--- src/rtl/dphy_pkg.sv ---
// Shared D-PHY lane definitions: sequencer states, sync word, LP line levels
// and small constant helpers used by the lane sequencers.
package dphy_pkg;

  typedef enum logic [2:0] {
    ST_IDLE,
    ST_LPX,
    ST_PREPARE,
    ST_HS_ZERO,
    ST_SYNC,
    ST_DATA,
    ST_TRAIL,
    ST_EXIT
  } dphy_state_e;

  localparam logic [7:0] C_DPHY_SYNC = 8'hB8;

  // LP levels packed as {lp_p, lp_n}
  localparam logic [1:0] LP11 = 2'b11;
  localparam logic [1:0] LP01 = 2'b01;
  localparam logic [1:0] LP00 = 2'b00;

  // Trail must be the complement of the final transmitted bit (bit 7 goes out last).
  function automatic logic [7:0] trail_fill(input logic [7:0] last_word);
    return last_word[7] ? 8'h00 : 8'hFF;
  endfunction

  function automatic int max2(input int a, input int b);
    return (a > b) ? a : b;
  endfunction

endpackage

--- src/rtl/dphy_timing_counter.sv ---
// Loadable down-counter with a zero flag; holds at zero until reloaded.
// Shared by the data-lane and clock-lane sequencers for their phase timing.
module dphy_timing_counter #(
  parameter int W = 3
) (
  input  logic         clk,
  input  logic         rst,
  input  logic         load,
  input  logic [W-1:0] load_val,
  output logic         zero
);

  logic [W-1:0] count;

  always_ff @(posedge clk or posedge rst) begin
    if (rst) begin
      count <= '0;
    end else if (load) begin
      count <= load_val;
    end else if (count != '0) begin
      count <= count - 1'b1;
    end
  end

  assign zero = (count == '0);

endmodule

--- src/rtl/dphy_lane_hs_sequencer.sv ---
// Per-lane D-PHY HS burst sequencer: LP-11 -> LP-01 -> LP-00 -> HS-zero -> sync
// -> payload -> trail -> LP-11, with every output registered from the next state.
module dphy_lane_hs_sequencer
  import dphy_pkg::*;
#(
  parameter int g_t_lpx        = 2,
  parameter int g_t_hs_prepare = 2,
  parameter int g_t_hs_zero    = 4,
  parameter int g_t_hs_trail   = 3,
  parameter int g_t_hs_exit    = 3
) (
  input  logic        clk_dsi_i,
  input  logic        rst_a_i,
  input  logic        hs_req_i,
  input  logic [7:0]  data_i,
  input  logic        data_valid_i,
  input  logic        data_last_i,
  output logic        data_ready_o,
  output logic [7:0]  serdes_data_o,
  output logic        serdes_oe_o,
  output logic        lp_p_o,
  output logic        lp_n_o,
  output logic        lp_oe_o,
  output logic        busy_o,
  output logic        underrun_o,
  output dphy_state_e state_o
);

  localparam int C_T_MAX = max2(max2(max2(g_t_lpx, g_t_hs_prepare),
                                     max2(g_t_hs_zero, g_t_hs_trail)), g_t_hs_exit);
  localparam int C_CW    = $clog2(C_T_MAX) + 1;

  localparam logic [C_CW-1:0] C_LD_LPX   = C_CW'(g_t_lpx - 1);
  localparam logic [C_CW-1:0] C_LD_PREP  = C_CW'(g_t_hs_prepare - 1);
  localparam logic [C_CW-1:0] C_LD_ZERO  = C_CW'(g_t_hs_zero - 1);
  localparam logic [C_CW-1:0] C_LD_TRAIL = C_CW'(g_t_hs_trail - 1);
  localparam logic [C_CW-1:0] C_LD_EXIT  = C_CW'(g_t_hs_exit - 1);

  dphy_state_e     state_q, state_d;
  logic            cnt_load, cnt_zero;
  logic [C_CW-1:0] cnt_val;

  logic            accept;
  logic            ready_d, underrun_d, busy_d, serdes_oe_d, lp_oe_d;
  logic [1:0]      lp_d;
  logic [7:0]      serdes_data_d;

  dphy_timing_counter #(.W(C_CW)) u_timer (
    .clk      (clk_dsi_i),
    .rst      (rst_a_i),
    .load     (cnt_load),
    .load_val (cnt_val),
    .zero     (cnt_zero)
  );

  // Handshake: a byte transfers on a rising edge where data_valid_i and
  // data_ready_o are both high; ready low means data_i is ignored, and ready
  // high with valid low is an underrun that ends the payload.
  always_comb begin
    state_d    = state_q;
    accept     = data_ready_o & data_valid_i;
    underrun_d = data_ready_o & ~data_valid_i;

    case (state_q)
      ST_IDLE:    if (hs_req_i) state_d = ST_LPX;
      ST_LPX:     if (cnt_zero) state_d = ST_PREPARE;
      ST_PREPARE: if (cnt_zero) state_d = ST_HS_ZERO;
      ST_HS_ZERO: if (cnt_zero) state_d = ST_SYNC;
      ST_SYNC:    state_d = data_valid_i ? ST_DATA : ST_TRAIL;
      // After the last byte is accepted DATA lingers one cycle to show it.
      ST_DATA:    if (!data_ready_o || !data_valid_i) state_d = ST_TRAIL;
      ST_TRAIL:   if (cnt_zero) state_d = ST_EXIT;
      ST_EXIT:    if (cnt_zero) state_d = ST_IDLE;
      default:    state_d = ST_IDLE;
    endcase

    cnt_load = (state_d != state_q);
    case (state_d)
      ST_LPX:     cnt_val = C_LD_LPX;
      ST_PREPARE: cnt_val = C_LD_PREP;
      ST_HS_ZERO: cnt_val = C_LD_ZERO;
      ST_TRAIL:   cnt_val = C_LD_TRAIL;
      ST_EXIT:    cnt_val = C_LD_EXIT;
      default:    cnt_val = '0;
    endcase

    busy_d      = (state_d != ST_IDLE);
    ready_d     = (state_d == ST_SYNC) ||
                  ((state_d == ST_DATA) && data_ready_o && !(accept && data_last_i));
    lp_oe_d     = (state_d == ST_IDLE) || (state_d == ST_LPX) ||
                  (state_d == ST_PREPARE) || (state_d == ST_EXIT);
    serdes_oe_d = (state_d == ST_HS_ZERO) || (state_d == ST_SYNC) ||
                  (state_d == ST_DATA) || (state_d == ST_TRAIL);

    case (state_d)
      ST_LPX:     lp_d = LP01;
      ST_PREPARE: lp_d = LP00;
      ST_IDLE,
      ST_EXIT:    lp_d = LP11;
      default:    lp_d = LP00;
    endcase

    case (state_d)
      ST_SYNC:  serdes_data_d = C_DPHY_SYNC;
      ST_DATA:  serdes_data_d = accept ? data_i : serdes_data_o;
      // Fill is taken from the word on the wire when TRAIL is entered, then held.
      ST_TRAIL: serdes_data_d = (state_q == ST_TRAIL) ? serdes_data_o
                                                      : trail_fill(serdes_data_o);
      default:  serdes_data_d = 8'h00;
    endcase
  end

  always_ff @(posedge clk_dsi_i or posedge rst_a_i) begin
    if (rst_a_i) begin
      state_q       <= ST_IDLE;
      serdes_data_o <= 8'h00;
      serdes_oe_o   <= 1'b0;
      lp_p_o        <= 1'b1;
      lp_n_o        <= 1'b1;
      lp_oe_o       <= 1'b1;
      data_ready_o  <= 1'b0;
      busy_o        <= 1'b0;
      underrun_o    <= 1'b0;
    end else begin
      state_q       <= state_d;
      serdes_data_o <= serdes_data_d;
      serdes_oe_o   <= serdes_oe_d;
      lp_p_o        <= lp_d[1];
      lp_n_o        <= lp_d[0];
      lp_oe_o       <= lp_oe_d;
      data_ready_o  <= ready_d;
      busy_o        <= busy_d;
      underrun_o    <= underrun_d;
    end
  end

  assign state_o = state_q;

endmodule
--- config.mk ---
export PLATFORM = sky130hd
export DESIGN_NAME = dphy_lane_hs_sequencer
export DESIGN_NICKNAME = d
export VERILOG_FILES = /design/src/rtl/dphy_pkg.sv /design/src/rtl/dphy_timing_counter.sv /design/src/rtl/dphy_lane_hs_sequencer.sv
export SDC_FILE = /design/constraint.sdc
export NUM_CORES = 1
export LEC_CHECK = 0
export BUFFER_PORTS_ARGS = -buffer_cell sky130_fd_sc_hd__buf_2
export CORE_MARGIN = 2
export CORE_UTILIZATION = 52
export DETAILED_ROUTE_END_ITERATION = 10
export GPL_TIMING_DRIVEN = 1
export PLACE_DENSITY = 0.77
export SKIP_LAST_GASP = 1
export SYNTH_ARGS = -nofsm -noshare
export SYNTH_HDL_FRONTEND = slang
export SYNTH_SLANG_ARGS = --single-unit
--- constraint.sdc ---
create_clock -name clk_dsi_i -period 2.2 [get_ports clk_dsi_i]
set_input_delay 0.33 -clock clk_dsi_i [delete_from_list [all_inputs] [get_ports clk_dsi_i]]
set_output_delay 0.33 -clock clk_dsi_i [all_outputs]
set_load 0.02 [all_outputs]
Word level (Yosys, flattened, before mapping). Index checks and enable logic that the tools add are counted.

Input port bits: 13. Bits in registers: 21. Output and inout bits: 18. Logic and storage cells: 72.

Bitwise logic cells: 3. $add $sub $neg: 1. Reductions and logical operators: 24. Multiplexer cells: 17. Equality and inequality tests: 17.

Operators by type and width (count): $mux 3 (9); $eq 3x3->1 const B (8); $mux 8 (3); $pmux 3 s8 (1); $pmux 8 s3 (1); $eq 3x2->1 const B (4); $logic_not 3->1 (3); $logic_or 1x1->1 (8); $eq 3x1->1 const B (2); $pmux 2 s3 (1); $reduce_bool 3->1 (2); $reduce_or 2->1 (3); $ne 2x2->1 const B (2); $pmux 2 s2 (1); $logic_and 1x1->1 (3); $logic_not 1->1 (3); $ne 3x3->1 (1); $sub 3x1->3 const B (1); $and 1x1->1 (2); $mux 2 (1); $reduce_and 2->1 (1); $reduce_bool 2->1 (1); $not 1->1 (1).

Longest topological paths before layout. Gate-level depths: netlist of run 1.

Depth in word-level cells: 8. Mapped depth: 8. Depth with buffers taken out: 7.

Cells and area by module. A second synthesis of run 1 with hierarchy kept.

Cells, all modules: 116. Area, all modules: 1154.9 um^2.

By module, submodules not included: dphy_lane_hs_sequencer (times used 1, sequential area each 454.2 um^2, cells each 94, area each 950.9 um^2); dphy_timing_counter (times used 1, sequential area each 75.1 um^2, cells each 22, area each 203.9 um^2).

Least setup slack after synthesis of run 1. Ideal clock, no wire load.

Path kind: flip-flop to flip-flop. Start point: register u_timer.count[0]. End point: register u_timer.count[0]. Clock period less this slack: 1746 ps. Path slack: 454 ps. Setup time: 125 ps. Buffers on the path: 1. Cell stages (with the launch flop): 9. Data arrival time: 1621 ps. Cell sequence: dfrtp_1 inv_1 ha_1 nor2b_1 buf_6 o21ai_1 a21oi_2 o31ai_4 mux2_4.

Cells in the longest elaborated chain, start to end: 7. Elaborated cells between the ends (all ways): 21. Those cells by class: 1 x add/sub; 6 x eq/ne; 9 x mux; 5 x reduce/logical.

RTL lines: from (decl) (RTL line dphy_timing_counter.sv:13) `logic [W-1:0] count;`; from (signal assigned) (RTL line dphy_timing_counter.sv:19) `count <= load_val;`; from (signal assigned) (RTL line dphy_timing_counter.sv:21) `count <= count - 1'b1;`; $logic_not 3->1 (RTL line dphy_timing_counter.sv:25) `assign zero = (count == '0);`; $mux 3, on equally long branches; $pmux 3 s8 (RTL line dphy_lane_hs_sequencer.sv:64) `case (state_q)`; $eq 3x3->1, or another cell as far along (RTL line dphy_lane_hs_sequencer.sv:78) `case (state_d)`; $reduce_or 2->1 (no line); $pmux 2 s3 (RTL line dphy_lane_hs_sequencer.sv:78); $mux 3 (RTL line dphy_timing_counter.sv:18) `end else if (load) begin`.

Parallel ways exist; a longest one is shown, timed or not. The select of a mux whose other input is x is not followed. A chain may end at the register's enable or synchronous reset.

Worst setup path after layout of run 1. Ends and elaborated chain as after synthesis.

==> results by stage, run 1 <==
Floorplan:
- The die covers 0.00273 mm².
- The placement row count is 17.
- The die outline width is 52.3 µm.
- The initial core utilization is 54.8%.
- The number of placed I/O pins is 31.
- The region available for standard cell placement spans 0.00221 mm².
- The die height is 52.3 µm.

Route:
- For this block, the routed nets add up to 2340 µm of wire.
- The vias after detailed routing is 971.
- The number of detailed-routing iterations run before antenna repair is 4.
- The average wire per cell in the routed design is 13.3 µm.
- The post-detailed-route via-to-cell ratio is 5.52.
- After detailed routing, the number of remaining DRC violations is 0.
- The count of nets left with antenna violations after detail routing is 0.
- The number of violations reported at the end of detailed-routing iteration 0 is 19.

Placed design:
- The HPWL after detailed placement is 1760 µm.
- The congestion estimate from routability-driven global placement came to 0.841.
- Prior to clock tree synthesis, the placed netlist has a worst setup slack of 0.331 ns.
- During placement, the flow inserted port buffers numbering 30.
- After detailed placement, the total cell area comes to 0.00137 mm².

Synthesis:
- The most used flip-flop cell after synthesis is sky130_fd_sc_hd__dfrtp_1.
- The mapped netlist covers 0.00121 mm².
- Synthesis instantiated 41 different standard cells from the library.
- The average cell area after synthesis is 10.5 µm².
- The number of nets produced by synthesis is 130.
- The synthesized design contains 0 enable-type register cells.
- In the synthesized netlist the async set-or-reset flop fraction comes to 100%.
- In this run, synthesis produced a sequential element count of 21.
- The Yosys step of the flow raised 0 warnings.
- The gate count after technology mapping is 115.
- The share of the Yosys chip area taken by registers is 43.7%.

STA:
- The number of endpoints failing setup at the final stage is 0.
- The worst-case setup margin in the final layout is 0.322 ns.
- The count of final hold-check violations is 0.
- The minimum clock period is 1.88 ns.
- The remaining max-slew budget at the tightest pin is 49.2%.
- In the final timing run, aggregate negative setup slack is 0 ns.
- Setup repair after global routing left no endpoint under its margin.
- Derived from the worst setup path, the maximum achievable clock frequency is 0.532 GHz.
- For the pin with the worst max-slew slack, the measured transition is 0.761 ns.
- The max-slew violation total from the final report is 0.
- Clock skew on the completed layout was measured at 0.00255 ns.
- The final critical path takes up 85.4% of the cycle.

Global route:
- The maximum number of pins on one net before global-route repair is 22.
- Across every metal layer, demand over resource in global routing totals 19.5%.
- The global-route wire length before repair is 3910 µm.
- For this run the aggregate overflow at the end of global routing stands at 0.
- The number of antenna violations at the first check in global routing is 0.
- The number of global-route vias before repair came to 846.

Pwr:
- The cell area power density is 1440 mW/mm².
- VDD sags by at most 892 µV.
- The static power due to leakage is 0.636 nW.

Critical path:
- The arrival time reported for the critical path endpoint is 2.08 ns.
- At the worst endpoint, the required time is 2.40 ns.
- The worst-path maximum fanout is 8.
- The worst setup path is launched from a flop.
- The category of the most critical setup path is flop to flop.
- The nature of the critical path endpoint is a flop.

Clock network:
- The buffers inserted during post-CTS setup optimization is 0.
- The clock passes through at most 2 buffers.
- Buffers inserted to repair hold after CTS numbered 0.
- The clock-pin transition on the worst setup and hold timing paths is 0.11 ns.
- The TritonCTS clock tree is yes.
- Clock tree synthesis selected as its root buffer the cell sky130_fd_sc_hd__clkbuf_4.
- The number of gates resized after CTS was 0.
- The clock insertion delay at the later pin of the skew report is 0.30 ns.
- In this run, CTS created clock tree buffers numbering 3.
- The CTS sink count is 21.
- The number of H-tree levels is 1.

Min path:
- The min-delay analysis places its worst path in the category input port to async pin.

Final layout:
- The proportion of layout cells with a drive suffix above 1 is 40.5%.
- The number of antenna diodes in the final layout is 0.
- Summing all non-filler instances in the final layout gives an area of 0.00139 mm².
- The net count of the finished layout is 164.
- The area overhead of the layout relative to synthesis is 14.9%.
- Counting the fill cells in the layout gives 196.
- For this run, the share of the core covered by cells in the final layout is 62.9%.

Run:
- Max-cap violations in this run came to 0.

Status:
- The run finished with clean final reports.
[layout by cell type, fill, tap and decap left out, types with 2 or more instances in the layout]
master,instances
sky130_fd_sc_hd__xnor2_1,2
sky130_fd_sc_hd__o21ai_1,9
sky130_fd_sc_hd__buf_2,30
sky130_fd_sc_hd__o22ai_1,3
sky130_fd_sc_hd__clkbuf_4,3
sky130_fd_sc_hd__o21ai_0,2
sky130_fd_sc_hd__or3_1,3
sky130_fd_sc_hd__dfstp_2,3
sky130_fd_sc_hd__buf_4,4
sky130_fd_sc_hd__a21oi_1,9
sky130_fd_sc_hd__mux2_4,2
sky130_fd_sc_hd__a211oi_1,5
sky130_fd_sc_hd__inv_1,5
sky130_fd_sc_hd__nor2_1,9
sky130_fd_sc_hd__ha_1,2
sky130_fd_sc_hd__nand2_1,11
sky130_fd_sc_hd__dfrtp_1,18
sky130_fd_sc_hd__a21oi_2,3
[state kept, by name (all words and copies together), names as in the netlist]
| name | cells |
|---|---|
| serdes_oe_o | 1 |
| lp_n_o | 1 |
| busy_o | 1 |
| state_o | 3 |
| lp_p_o | 1 |
| underrun_o | 1 |
| serdes_data_o | 8 |
| data_ready_o | 1 |
| lp_oe_o | 1 |
| u_timer.count | 3 |
[synthesized netlist by cell type (2+ instances only)]
library cell	instances	area share [%]
sky130_fd_sc_hd__mux2_4	2	2.5
sky130_fd_sc_hd__ha_1	2	2.1
sky130_fd_sc_hd__a21oi_1	9	3.7
sky130_fd_sc_hd__dfstp_2	3	6.5
sky130_fd_sc_hd__nand2_1	11	3.4
sky130_fd_sc_hd__buf_6	3	2.8
sky130_fd_sc_hd__o21ai_1	9	3.7
sky130_fd_sc_hd__xnor2_1	2	1.4
sky130_fd_sc_hd__clkbuf_8	2	2.3
sky130_fd_sc_hd__a21oi_2	3	2.2
sky130_fd_sc_hd__o22ai_1	3	1.5
sky130_fd_sc_hd__inv_1	5	1.5
sky130_fd_sc_hd__or3_1	3	1.5
sky130_fd_sc_hd__a211oi_1	5	3.1
sky130_fd_sc_hd__o21ai_0	2	0.83
sky130_fd_sc_hd__nor2_1	9	2.8
sky130_fd_sc_hd__dfrtp_1	18	37
[path summary, 6_finish.rpt]
kind	cells past startpoint	endpoint	startpoint	slack [ns]
worst min register to register	2	serdes_data_o[1]	serdes_data_o[1]	0.49
min in group clk_dsi_i	2	data_ready_o	data_last_i	0.20
worst max-delay path	8	u_timer.count[0]	u_timer.count[0]	0.32
worst min-delay path	2	serdes_data_o[3]	rst_a_i	0.14
max in group asynchronous	2	serdes_data_o[1]	rst_a_i	1.58
worst max register to register	8	u_timer.count[0]	u_timer.count[0]	0.32
[cells by family (layout without fill, tap and decap cells)]
group                    Yosys count  after routing  share of synthesized area (%)
AND/OR/NAND/NOR                   40             40                           20.4
AO/OA/AOI/OAI                     36             36                           22.1
flip-flops                        21             21                           43.7
buffers and inverters             11             44                           6.92
multiplexers                       3              3                           3.41
adder cells (fa/ha/maj)            2              2                           2.07
XOR/XNOR                           2              2                           1.45
[metal layers]
| metal | track usage, % | up-vias | routed length [µm] |
|---|---|---|---|
| met5 | 0 | - | 0 |
| met4 | 8.55 | 0 | 33 |
| met3 | 2.57 | 5 | 108 |
| met2 | 29.7 | 31 | 1120 |
| met1 | 27.7 | 466 | 1080 |
| li1 | - | 469 | - |
[power by group]
part	leakage (nW)	total (mW)	switching (mW)	internal [mW]
sequential	0.260	0.656	0.121	0.535
combinational	0.361	1.16	0.660	0.498
clock	0.0150	0.186	0.116	0.0707
[layout make-up]
type	instances	area, µm²	share of cell area (%)
inverter	6	22.5	1.62
timing repair buffer	34	180	12.9
multi-input combinational	83	598	43.0
clock buffer	4	26.3	1.89
sequential	21	529	38.0
tap	28	35.0	2.52
[metrics by stage]
stage	total power, mW	instances	hold WS (ns)
global route	2.15	176	0.191
finish	2.00	176	0.143
floorplan	1.61	115	0.304
detailed placement	1.82	172	0.471
CTS	2.01	176	0.188
global placement	1.80	172	0.466
[worst max-delay path: stages, from the launching register on]
cell and delay (ns):
sky130_fd_sc_hd__dfrtp_1 0.38, sky130_fd_sc_hd__inv_1 0.07, sky130_fd_sc_hd__ha_1 0.21, sky130_fd_sc_hd__nor2b_1 0.14, sky130_fd_sc_hd__buf_4 0.17, sky130_fd_sc_hd__o21ai_1 0.15, sky130_fd_sc_hd__a21oi_2 0.09, sky130_fd_sc_hd__o31ai_4 0.24
sky130_fd_sc_hd__mux2_4 0.32
No activity file was read; power rests on OpenSTA's default activity.
==> run 2: changes to the inputs <==
--- a/config.mk
+++ b/config.mk
@@ -8,6 +8,7 @@
 export BUFFER_PORTS_ARGS = -buffer_cell sky130_fd_sc_hd__buf_2
 export CORE_MARGIN = 2
 export CORE_UTILIZATION = 52
+export CTS_BUF_LIST = sky130_fd_sc_hd__clkbuf_8 sky130_fd_sc_hd__clkbuf_16
 export DETAILED_ROUTE_END_ITERATION = 10
 export GPL_TIMING_DRIVEN = 1
 export PLACE_DENSITY = 0.77
==> run 2 against run 1 <==
Sequential power hardly changed. Global-route usage is 0.24 points higher. Via count is 1.5% lower. Highest routed layer unchanged. Count of clock-buffer cells in the layout down 1. Sequential share of layout area fell by 0.51 points. Utilization increased by 0.85 points. Clock power rose by 31%. Critical path type unchanged.
==> results by stage, run 2 (same netlist as run 1, synthesis figures left out) <==
Clock network:
- The buffers inserted during post-CTS setup optimization is 0 (unchanged).
- The count of instances resized after the clock tree is built is 0 (unchanged).
- The number of buffers created by CTS is 3 (unchanged).
- CTS placed an instance of sky130_fd_sc_hd__clkbuf_8 at the clock tree root.
- The clock insertion delay at the later pin of the skew report is 0.25 ns (-0.05 ns).
- The quantity of hold-fixing buffers added after cts is 0 (unchanged).
- The number of H-tree levels is 1 (unchanged).
- The maximum root-to-sink buffer count is 2 (unchanged).
- The CTS sink count came to 21 (unchanged).
- The clock-pin transition on the worst setup and hold timing paths is 0.07 ns (-0.04 ns).
- TritonCTS built the clock tree.

STA:
- Setup repair after global routing left no endpoint under its margin.
- The count of final hold-check violations is 0 (unchanged).
- The maximum clock skew at final layout is 0.00252 ns (-0.0000256 ns).
- The slew at the pin closest to its max-slew limit is 0.766 ns (+0.00468 ns).
- The max-slew violation total from the final report came to 0 (unchanged).
- The remaining max-slew budget at the tightest pin is 48.9% (-0.31 points).
- The sum of negative setup slack is 0 ns (unchanged).
- The maximum achievable frequency came to 0.535 GHz (+0.43%).
- The number of endpoints failing setup at the final stage is 0 (unchanged).
- The period utilization came to 85.0% (-0.36 points).
- The minimum clock period is 1.87 ns (-0.00799 ns).

Floorplan:
- The die height is 52.3 µm (unchanged).
- The core footprint is 0.00221 mm² (unchanged).
- The placement row count was 17 (unchanged).
- The initial core utilization came to 54.8% (unchanged).
- The die area came to 0.00273 mm² (unchanged).
- The die outline width is 52.3 µm (unchanged).
- The number of placed I/O pins is 31 (unchanged).

Final layout:
- The most common cell after layout, fill and taps aside is sky130_fd_sc_hd__buf_2.
- The proportion of layout cells with a drive suffix above 1 is 40.5% (unchanged).
- The post-layout net count is 164 (unchanged).
- The antenna cell count came to 0 (unchanged).
- Leaving out fill and tap cells, the most frequent cells in the layout are 30 x sky130_fd_sc_hd__buf_2, 18 x sky130_fd_sc_hd__dfrtp_1, 11 x sky130_fd_sc_hd__nand2_1.
- The number of flip-flops in the largest register is 8 (unchanged).
- The fill cell instance count of the final layout is 193 (-1.5%).
- The area overhead of the layout relative to synthesis is 16.4%.
- serdes_data_o holds more flip-flops than any other register.

Route:
- The average wire per cell in the routed design is 13.7 µm (+2.9%).
- The number of detailed-routing iterations run before antenna repair came to 4 (unchanged).
- The number of violations reported at the end of detailed-routing iteration 0 is 14 (-5).
- The post-detailed-route via-to-cell ratio is 5.43 (-1.5%).
- The count of nets left with antenna violations after detail routing is 0 (unchanged).
- The post-detailed-route DRC marker count came to 0 (unchanged).
- The detailed-route wire length is 2410 µm (+2.9%).
- The vias after detailed routing is 956 (-1.5%).

Global route:
- The maximum number of pins on one net before global-route repair came to 22 (unchanged).
- The global routing usage summed across all routing layers was 19.7% (+0.24 points).
- The number of antenna violations at the first check in global routing is 0 (unchanged).
- The global-route wire length before repair is 3940 µm (+0.87%).
- The overall overflow remaining after global route is 0 (unchanged).
- The number of global-route vias before repair was 840 (-0.71%).

Critical path:
- The startpoint identified for the worst register-to-register timing path is u_timer.count[0].
- The nature of the critical path endpoint is a flop.
- The arrival time reported for the critical path endpoint is 2.02 ns (-0.06 ns).
- The depth of the worst register-to-register path is 8 (unchanged).
- The required time at the endpoint of the critical path is 2.35 ns (-0.05 ns).
- The worst-path maximum fanout came to 8 (unchanged).
- The launching element of the worst setup path is u_timer.count[0].
- STA classifies the critical path startpoint as a flop.
- The reg-to-reg critical path endpoint is u_timer.count[0].
- The register-to-register setup slack was 0.33 ns (about the same).
- The category of the most critical setup path is flop to flop.

Run:
- The number of max-cap violations is 0 (unchanged).

Pwr:
- The cell area power density was 1460 mW/mm² (+1.6%).
- The sum of internal, switching and leakage power came to 2.06 mW (+3.0%).
- The peak supply drop was 881 µV (-1.2%).
- The static power due to leakage came to 0.648 nW (+1.9%).

Placed design:
- The count of buffers from port buffering came to 30 (unchanged).
- The detailed-placement wirelength estimate is 1760 µm (unchanged).
- The last weighted congestion value of the routability-driven placer came to 0.841 (unchanged).

Status:
- The flow ran to the end, and the final reports show no timing, DRC or antenna violations.

Min path:
- The worst hold path belongs to the class input port to async pin.
run 2: per-stage QoR:
stage                     setup WS (ns)  util [%]  instances  hold slack (ns)  instance area, µm²
after floorplan                   0.454         -        115            0.304                1210
after global routing              0.202      63.7        176            0.256                1410
final                             0.330      63.7        176            0.202                1410
after global placement            0.402      61.7        172            0.466                1370
after CTS                         0.320      63.7        176            0.243                1410
after detailed placement          0.331      61.7        172            0.471                1370
run 2: final cells by class:
| class | instances | area (µm²) | area share [%] |
|---|---|---|---|
| Clock buffer | 3 | 41.3 | 2.93 |
| Multi-Input combinational cell | 83 | 598 | 42.4 |
| Clock inverter | 1 | 3.75 | 0.266 |
| Inverter | 6 | 22.5 | 1.60 |
| Sequential cell | 21 | 529 | 37.5 |
| Tap cell | 28 | 35.0 | 2.48 |
| Timing Repair Buffer | 34 | 180 | 12.8 |
run 2: per-layer routing:
layer | vias to the layer above | wire [µm] | track usage, %
met5 | - | 0 | 0
met4 | 0 | 20 | 5.98
met3 | 4 | 126 | 4.29
met2 | 28 | 1140 | 30.2
met1 | 459 | 1120 | 28.0
li1 | 465 | - | -
run 2: critical path: stages, from the launching register on:
cell,delay (ns)
sky130_fd_sc_hd__dfrtp_1,0.36
sky130_fd_sc_hd__inv_1,0.07
sky130_fd_sc_hd__ha_1,0.21
sky130_fd_sc_hd__nor2b_1,0.14
sky130_fd_sc_hd__buf_4,0.17
sky130_fd_sc_hd__o21ai_1,0.15
sky130_fd_sc_hd__a21oi_2,0.09
sky130_fd_sc_hd__o31ai_4,0.24
sky130_fd_sc_hd__mux2_4,0.32
run 2: power breakdown:
part | switching [mW] | leakage, nW | internal, mW
sequential | 0.123 | 0.260 | 0.536
combinational | 0.659 | 0.361 | 0.498
clock | 0.120 | 0.0269 | 0.124
run 2: how the worst max path moves through the flow:
stage	slack (ns)	end
2_1_floorplan	0.45	u_timer.count[0]
3_3_place_gp	0.40	u_timer.count[1]
3_5_place_dp	0.33	u_timer.count[0]
4_1_cts	0.32	u_timer.count[0]
5_1_grt	0.20	u_timer.count[0]
6_report	0.33	u_timer.count[0]
